--- src/rtl/cal_pkg.sv ---
// Shared calendar constants, BCD helpers and month-length/leap logic.
package cal_pkg;

  localparam int unsigned BCD_W = 8;

  // BCD month identifiers
  localparam logic [BCD_W-1:0] BCD_JAN = 8'h01;
  localparam logic [BCD_W-1:0] BCD_FEB = 8'h02;
  localparam logic [BCD_W-1:0] BCD_APR = 8'h04;
  localparam logic [BCD_W-1:0] BCD_JUN = 8'h06;
  localparam logic [BCD_W-1:0] BCD_SEP = 8'h09;
  localparam logic [BCD_W-1:0] BCD_NOV = 8'h11;
  localparam logic [BCD_W-1:0] BCD_DEC = 8'h12;

  // BCD month lengths
  localparam logic [BCD_W-1:0] LEN_31 = 8'h31;
  localparam logic [BCD_W-1:0] LEN_30 = 8'h30;
  localparam logic [BCD_W-1:0] LEN_29 = 8'h29;
  localparam logic [BCD_W-1:0] LEN_28 = 8'h28;

  // Counter endpoints
  localparam logic [BCD_W-1:0] DAY_FIRST  = 8'h01;
  localparam logic [BCD_W-1:0] YEAR_FIRST = 8'h00;
  localparam logic [BCD_W-1:0] YEAR_LAST  = 8'h99;

  // Reset defaults
  localparam logic [BCD_W-1:0] CAL_RST_YEAR  = 8'h00;
  localparam logic [BCD_W-1:0] CAL_RST_MONTH = 8'h01;
  localparam logic [BCD_W-1:0] CAL_RST_DAY   = 8'h01;

  typedef struct packed {
    logic             wrap;
    logic [BCD_W-1:0] val;
  } bcd_inc_t;

  // Leap when the two-digit year is a multiple of 4 (year 00 counts as leap)
  function automatic logic is_leap(input logic [BCD_W-1:0] year);
    return ((7'(year[7:4]) * 7'd10 + 7'(year[3:0])) % 7'd4) == 7'd0;
  endfunction

  // Number of days in a BCD month, as a BCD value
  function automatic logic [BCD_W-1:0] month_len(input logic [BCD_W-1:0] month,
                                                 input logic leap);
    logic [BCD_W-1:0] len;
    unique case (month)
      BCD_FEB:                          len = leap ? LEN_29 : LEN_28;
      BCD_APR, BCD_JUN, BCD_SEP, BCD_NOV: len = LEN_30;
      default:                          len = LEN_31;
    endcase
    return len;
  endfunction

  // Two-digit BCD increment; at 'last' wraps to 'first' and flags the wrap
  function automatic bcd_inc_t bcd_inc8(input logic [BCD_W-1:0] v,
                                        input logic [BCD_W-1:0] last,
                                        input logic [BCD_W-1:0] first);
    bcd_inc_t r;
    if (v == last) begin
      r.wrap = 1'b1;
      r.val  = first;
    end else if (v[3:0] == 4'h9) begin
      r.wrap = 1'b0;
      r.val  = {v[7:4] + 4'h1, 4'h0};
    end else begin
      r.wrap = 1'b0;
      r.val  = {v[7:4], v[3:0] + 4'h1};
    end
    return r;
  endfunction

endpackage

--- src/rtl/date_validate.sv ---
// Combinational legality check of a preset date (BCD digits, month range, day range).
module date_validate
  import cal_pkg::*;
(
  input  logic [BCD_W-1:0] set_year,
  input  logic [BCD_W-1:0] set_month,
  input  logic [BCD_W-1:0] set_day,
  output logic             set_ok
);

  logic digits_ok;
  logic month_ok;
  logic day_ok;

  // Every nibble must be a decimal digit, then range-check month and day
  always_comb begin
    digits_ok = (set_year[7:4]  <= 4'h9) && (set_year[3:0]  <= 4'h9) &&
                (set_month[7:4] <= 4'h9) && (set_month[3:0] <= 4'h9) &&
                (set_day[7:4]   <= 4'h9) && (set_day[3:0]   <= 4'h9);
    month_ok  = (set_month >= BCD_JAN) && (set_month <= BCD_DEC);
    day_ok    = (set_day >= DAY_FIRST) &&
                (set_day <= month_len(set_month, is_leap(set_year)));
    set_ok    = digits_ok && month_ok && day_ok;
  end

endmodule

--- src/rtl/date_calendar.sv ---
// BCD day/month/year calendar: advances on day_en, accepts validated presets,
// and pulses month_en/year_en on rollovers.
module date_calendar
  import cal_pkg::*;
#(
  parameter logic [7:0] RST_YEAR  = CAL_RST_YEAR,
  parameter logic [7:0] RST_MONTH = CAL_RST_MONTH,
  parameter logic [7:0] RST_DAY   = CAL_RST_DAY
) (
  input  logic       clk_i,
  input  logic       rst_i,
  input  logic       day_en,
  input  logic       set_en,
  input  logic [7:0] set_year,
  input  logic [7:0] set_month,
  input  logic [7:0] set_day,
  output logic [3:0] year1,
  output logic [3:0] year0,
  output logic [3:0] month1,
  output logic [3:0] month0,
  output logic [3:0] day1,
  output logic [3:0] day0,
  output logic       month_en,
  output logic       year_en,
  output logic       set_err
);

  logic [BCD_W-1:0] year, month, day;
  logic [BCD_W-1:0] year_n, month_n, day_n;
  logic             month_en_n, year_en_n, set_err_n;
  logic             set_ok;
  bcd_inc_t         inc;

  date_validate u_validate (
    .set_year  (set_year),
    .set_month (set_month),
    .set_day   (set_day),
    .set_ok    (set_ok)
  );

  // Next-date logic: preset has priority over day advance; carries ripple day->month->year
  always_comb begin
    year_n     = year;
    month_n    = month;
    day_n      = day;
    month_en_n = 1'b0;
    year_en_n  = 1'b0;
    set_err_n  = 1'b0;
    inc        = '0;
    if (set_en) begin
      if (set_ok) begin
        year_n  = set_year;
        month_n = set_month;
        day_n   = set_day;
      end else begin
        set_err_n = 1'b1;
      end
    end else if (day_en) begin
      inc   = bcd_inc8(day, month_len(month, is_leap(year)), DAY_FIRST);
      day_n = inc.val;
      if (inc.wrap) begin
        inc        = bcd_inc8(month, BCD_DEC, BCD_JAN);
        month_n    = inc.val;
        month_en_n = 1'b1;
        if (inc.wrap) begin
          inc       = bcd_inc8(year, YEAR_LAST, YEAR_FIRST);
          year_n    = inc.val;
          year_en_n = 1'b1;
        end
      end
    end
  end

  // Date and pulse registers with synchronous reset
  always_ff @(posedge clk_i) begin
    if (rst_i) begin
      year     <= RST_YEAR;
      month    <= RST_MONTH;
      day      <= RST_DAY;
      month_en <= 1'b0;
      year_en  <= 1'b0;
      set_err  <= 1'b0;
    end else begin
      year     <= year_n;
      month    <= month_n;
      day      <= day_n;
      month_en <= month_en_n;
      year_en  <= year_en_n;
      set_err  <= set_err_n;
    end
  end

  assign year1  = year[7:4];
  assign year0  = year[3:0];
  assign month1 = month[7:4];
  assign month0 = month[3:0];
  assign day1   = day[7:4];
  assign day0   = day[3:0];

endmodule

--- config.mk ---
export PLATFORM = sky130hd
export DESIGN_NAME = date_calendar
export DESIGN_NICKNAME = d
export VERILOG_FILES = /design/src/rtl/cal_pkg.sv /design/src/rtl/date_validate.sv /design/src/rtl/date_calendar.sv
export SDC_FILE = /design/constraint.sdc
export NUM_CORES = 1
export LEC_CHECK = 0
export ABC_CLOCK_PERIOD_IN_PS = 4550
export CAP_MARGIN = 5
export CORE_MARGIN = 8
export CORE_UTILIZATION = 52
export CTS_CLUSTER_DIAMETER = 200
export DETAILED_ROUTE_END_ITERATION = 10
export PLACE_DENSITY = 0.95
export SLEW_MARGIN = 30
export SYNTH_ARGS = -nofsm -noshare
export SYNTH_HDL_FRONTEND = slang
export SYNTH_SLANG_ARGS = --single-unit
--- constraint.sdc ---
create_clock -name clk_i -period 4.55 [get_ports clk_i]
set_input_delay 0.455 -clock clk_i [delete_from_list [all_inputs] [get_ports clk_i]]
set_output_delay 0.455 -clock clk_i [all_outputs]
set_load 0.01 [all_outputs]
==> results.md, run 1 <==
- Status: complete, no violations
- Crit path arrival time: 3640 ps
- Yosys cell types: 57
- Mean Syn Cell Area: 7.54 sq um
- Max-cap violations: 0
- DRC Markers: 0
- Sw Ratio: 28.3%
- Total track usage: 18.7%
- Nets: 358
- Final Hold Vio Count: 0
- Worst setup EP type: flip-flop
- Top cell type's share of synthesized area: 26.6%
- GRT overflow: 0
- Fraction of registers with async set/reset: 0%
- Max IR drop VDD: 100 uV
- Tightest Pin Transition: 717 ps
- Final GP Congestion: 0.895
- Worst-skew pair later-pin latency: 280 ps
- Antenna violations before repair: 0
- Vias in the first global route: 2,120
- Fin Setup TNS: 0 ps
- Comb power frac: 21.3%
- Die Ht: 78.6 microns
- Synthesized cell area: 2040 sq um
- ANT cells: 0
- Via count: 2,307
- Crit path time final: 3450 ps
- CP Cell Sequence: clkdlybuf4s50_1 > nor4_1 > and3_1 > inv_1 > nor2_1 > a21oi_1 > ha_1 > nand4_1 > o211ai_1 > a31oi_1 > a211o_1 > a221oi_1 > a211oi_1
- WS Path Type: in2reg
- Vias per cell: 6.30
- Worst-path clk slew: 100 ps
- Reg-to-Reg End: year[4]
- LEAKAGE: 0.937 nW
- Post-CTS setup repair buffer count: 0
- Yosys warns: 0
- Hold buffers post-CTS: 0
- WL per Instance: 16.5 microns
- Post-route clock period utilization: 75.8%
- Fraction of layout instances using a drive strength above 1: 4.40%
- CTS Buf Count: 3
- Hold-critical path endpoint: day[6]
- Sink Count: 27
- Part of the power in the clock network: 28.3%
- CTS tree: built
- Synth Net Count: 309
- # fillers: 301
- DR pass1 iterations: 5
- H-tree levels: 1
- Count leader, synth: nor2_1
- Critical-path top delay cell: a31oi_1
- PortBufs: 54
- Max Fclk: 290 MHz
- Top FF cell, synth: dfxtp_1
- Max stage delay on crit path: 630 ps
- CP required: 4740 ps
- Synth area leaders: dfxtp_1 27%, ha_1 6.8%, nor2_1 5.5%, a211oi_1 4.8%, o21ai_0 4.4%
- Antenna viol nets, final: 0
- Slew Limit Fails: 0
- PwrDens: 188 nW/um^2
- Layout Skew: 3.07 ps
- HP Class: reg2reg
- Area grow syn2layout: 30.1%
- Startpoint of the worst hold path: day[6]
- CTS max path bufs: 2
- DP HPWL: 4510 microns
- #FFs+latches synth: 27
- Die W: 78.6 microns
- Largest net degree at the start of global routing: 29
- Place WS: 964 ps
- Unrepaired setup endpoints after global routing: no
- Post-synthesis sequential area ratio: 26.6%
- IO Count: 55
- Hold depth: 2
- Most instantiated cells after synthesis: 30 x nor2_1, 27 x dfxtp_1, 22 x nand2_1
- Post-Route WL: 6050 microns
- Register share of total power: 50.4%
- CP max FO: 9
- Reg2Reg Depth: 9
- EDFF count, synth: 0
- Global-route wire length before repair: 9780 microns
- R2R Setup Slk: 1550 ps
- Mapped Cells: 270
- Post_cts resized: 0
- Final worst slack: 1100 ps
- Worst r2r src: month[4]
- Die area: 6170 sq um
- Slew margin rel.: 52.0%
- # rows: 22
- Internal: 0.357 mW
- Iter 0 DRT Violations: 329
- Core Footprint: 3720 sq um
- Startpoint types: input port
- Psw: 0.141 mW
- Starting density of the core: 54.8%
- Final setup vio count: 0
- Cell taking the most area after synthesis: dfxtp_1
- Root buffer cell: clkbuf_8
-- cell type report --
cell class                      count  area (sq um)  share of cell area [%]
Clock buffer                        4          45.0                    1.70
Sequential cell                    27           541                    20.4
Timing Repair Buffer               56           556                    21.0
Inverter                           20          75.1                    2.83
Tap cell                           48          60.1                    2.27
Multi-Input combinational cell    211          1370                    51.8
-- critical path: cells and delay by family --
family / cells / cell delay [ps]
AND/OR/NAND/NOR: 4 / 830
AO/OA/AOI/OAI: 6 / 1480
adder cells (fa/ha/maj): 1 / 300
buffers and inverters: 2 / 570
-- power by group through the flow --
stage | Sequential [mW] | Combinational (mW) | Clock [mW]
CTS | 0.251 | 0.105 | 0.141
floorplan | 0.256 | 0.0498 | 0
global route | 0.252 | 0.115 | 0.152
detailed placement | 0.256 | 0.104 | 0
finish | 0.251 | 0.106 | 0.141
global placement | 0.256 | 0.102 | 0
-- metrics by stage --
stage	power (mW)	instances	hold slack, ps	utilization [%]	instance area, sq um
after floorplan	0.305	270	521	-	2040
after global placement	0.357	362	526	70.1	2600
after detailed placement	0.360	362	529	70.1	2600
after CTS	0.496	366	544	71.3	2650
after global routing	0.518	366	591	71.3	2650
final	0.498	366	555	71.3	2650
-- sequential cells by signal (all words and copies together), names as in the netlist --
register / cells
set_err: 1
day: 8
month_en: 1
month: 8
year: 8
year_en: 1
-- placed cells by master (no fill, tap or decap), types with 2 or more instances in the layout --
master / instances
o32ai_1: 2
nor2_1: 30
clkbuf_8: 3
clkdlybuf4s50_1: 54
ha_1: 11
o211ai_1: 3
xor2_1: 3
and2_1: 2
nand2_1: 22
buf_4: 2
a21oi_1: 17
nand2b_1: 2
nor4_1: 4
nor2b_1: 4
a211oi_1: 13
inv_1: 19
nand4_1: 3
xnor2_1: 3
a221oi_1: 4
a211o_1: 3
nor3_1: 10
nand3_1: 8
mux2i_1: 3
dfxtp_1: 27
a32oi_1: 4
nor3b_1: 4
a22oi_1: 5
o21ai_0: 18
a22o_1: 3
a31oi_1: 4
-- cell families after synthesis --
kind of cell	Yosys count	synth area share, %
muxes	4	2.03
AOI/OAI and AO/OA	89	30.8
adders and majority gates	11	6.76
buffers and inverters	32	6.02
DFF	27	26.6
and+or+nand+nor	101	25.3
xor gates and xnor gates	6	2.58
-- worst max path at each step --
stage / from / endpoint / slack (ps) / cells after the start
CTS: set_month[3] / day[4] / 1160 / 13
global placement: set_month[3] / day[4] / 1120 / 13
finish: set_month[3] / day[4] / 1100 / 13
global route: set_month[3] / day[4] / 910 / 13
floorplan: month[4] / year[6] / 1810 / 8
detailed placement: set_month[3] / day[4] / 960 / 13
-- routing by layer --
layer  GRT usage [%]  routed length (microns)
met3            3.30                      523
met1            23.7                     2590
met4            7.96                      156
met5               0                        0
met2            30.5                     2780
Note: power is estimated with default switching activity, not from simulation.
==> inputs of run 2 (changes only) <==
- ABC_CLOCK_PERIOD_IN_PS: 4550 -> 3000
- CORE_UTILIZATION: 52 -> 44
- PLACE_DENSITY: 0.95 -> 0.87
- clock period: 4.55 -> 3 ns (I/O delays scaled with it)
==> results.md, run 2 (synthesis gave the netlist of run 1 again) <==
- Status: complete, no violations (unchanged)
- PortBufs: 54 (unchanged)
- DR pass1 iterations: 5 (unchanged)
- DRC Markers: 0 (unchanged)
- WHS: 547 ps (was 555 ps)
- Worst-skew pair later-pin latency: 280 ps (about the same)
- Die W: 84.0 microns (was 78.6 microns)
- Max-cap violations: 0 (unchanged)
- # rows: 24 (was 22)
- Iter 0 DRT Violations: 255 (was 329)
- DP HPWL: 4820 microns (was 4510 microns)
- Uppermost layer routed: met4 (unchanged)
- Wl on met1: 2780 microns (was 2590 microns)
- Max IR drop VDD: 168 uV (was 100 uV)
- WL per Instance: 16.5 microns (about the same)
- Final setup vio count: 0 (unchanged)
- Starting density of the core: 46.1% (was 54.8%)
- Final Hold Vio Count: 0 (unchanged)
- Root buffer cell: clkbuf_8 (unchanged)
- Sink Count: 27 (unchanged)
- ANT cells: 0 (unchanged)
- Crit path arrival time: 3050 ps (was 3640 ps)
- Worst-path clk slew: 100 ps (about the same)
- PwrDens: 274 nW/um^2 (was 188 nW/um^2)
- Vias in the first global route: 2,237 (was 2,120)
- Vias per cell: 6.07 (was 6.30)
- Tightest Pin Transition: 653 ps (was 717 ps)
- Place WS: -164 ps (was 964 ps)
- # fillers: 372 (was 301)
- Die area: 7060 sq um (was 6170 sq um)
- GRT overflow: 0 (unchanged)
- Via count: 2,350 (was 2,307)
- Slew margin rel.: 56.1% (was 52.0%)
- H-tree levels: 1 (unchanged)
- Top Registers: day: 8 flops, month: 8 flops, year: 8 flops (unchanged)
- Fraction of layout instances using a drive strength above 1: 11.0% (was 4.40%)
- Crit path time final: 2860 ps
- Antenna viol nets, final: 0 (unchanged)
- Most frequent cells in the layout: 54 x clkdlybuf4s50_1, 30 x nor2_1, 26 x dfxtp_1, 22 x nand2_1 (was 54 x clkdlybuf4s50_1, 30 x nor2_1, 27 x dfxtp_1, 22 x nand2_1, 19 x inv_1)
- Hold buffers post-CTS: 0 (unchanged)
- CTS Buf Count: 3 (unchanged)
- Antenna violations before repair: 0 (unchanged)
- HP Class: reg2reg (unchanged)
- CP max FO: 6 (was 9)
- WS Path Type: reg2reg (was in2reg)
- CTS max path bufs: 2 (unchanged)
- Largest net degree at the start of global routing: 42 (was 29)
- Post-route clock period utilization: 95.3%
- Slew Limit Fails: 0 (unchanged)
- CP required: 3190 ps (was 4740 ps)
- Global-route wire length before repair: 10,400 microns (was 9780 microns)
- Commonest non-fill, non-tap cell in the layout: clkdlybuf4s50_1 (unchanged)
- Final worst slack: 141 ps (was 1100 ps)
- Worst setup EP type: flip-flop (unchanged)
- Die Ht: 84.0 microns (was 78.6 microns)
- Wire length on met2: 3010 microns (was 2780 microns)
- Total track usage: 16.9% (was 18.7%)
- IO Count: 55 (unchanged)
- Area occupied by multi-input gates: 1400 sq um (was 1370 sq um)
- Final GP Congestion: 0.917 (was 0.895)
- Max Fclk: 350 MHz
- Nets: 375 (was 358)
- Area grow syn2layout: 38.1% (was 30.1%)
- Core Footprint: 4410 sq um (was 3720 sq um)
- Startpoint types: flip-flop (was input port)
- Layout Skew: 5.69 ps (was 3.07 ps)
- Met3 WL post-DR: 474 microns (was 523 microns)
- R2R Setup Slk: 140 ps (was 1550 ps)
- LEAKAGE: 1.03 nW (was 0.937 nW)
- Register area: 542 sq um (was 541 sq um)
- Post-Route WL: 6380 microns (was 6050 microns)
- CTS tree: built (unchanged)
[run 2: per-layer routing]
metal	up-vias	GRT usage, %
li1	1137	-
met1	1095	20.3
met2	105	28.2
met3	13	4.49
met4	0	5.18
met5	-	0
[run 2: power breakdown]
group          total [mW]  switching [mW]  internal (mW)
Combinational       0.176          0.0870         0.0894
Sequential          0.380          0.0140          0.366
Clock               0.215           0.119         0.0954
[run 2: path summary, 6_finish.rpt]
path	startpoint	endpoint	cells past startpoint
max reg2reg	month[4]	month[7]	10
min	day[6]	day[6]	2
min reg2reg	day[6]	day[6]	2
max	month[4]	month[7]	10
[run 2: layout make-up]
type	count	area share, %
Timing Repair Buffer	73	24.3
Clock buffer	4	1.60
Sequential cell	27	19.3
Tap cell	52	2.31
Multi-Input combinational cell	211	49.8
Inverter	20	2.67
[run 2: through the flow]
step | util [%] | instances | area (sq um) | setup TNS, ps | power, mW
finish | 63.7 | 387 | 2810 | 0 | 0.771
global route | 63.7 | 387 | 2810 | -7.66 | 0.805
CTS | 62.8 | 386 | 2770 | 0 | 0.767
detailed placement | 61.8 | 382 | 2730 | -1700 | 0.557
global placement | 61.8 | 382 | 2730 | -198 | 0.552
floorplan | - | 270 | 2040 | 0 | 0.463
[run 2: critical path, stage by stage, from the launching register on]
cell and delay [ps]:
dfxtp_2 390, ha_1 150, or3b_4 400, or4_4 500, and4b_4 200, a2111o_4 380
buf_4 170, a21oi_4 180, buf_4 160, nor2_1 40, a211oi_1 220
[run 2: repair_timing]
action,in CTS,in global routing
hold endpoints to repair,0,0
gates resized for setup,0,8
setup buffers,0,1
endpoints found under the setup margin,0,21
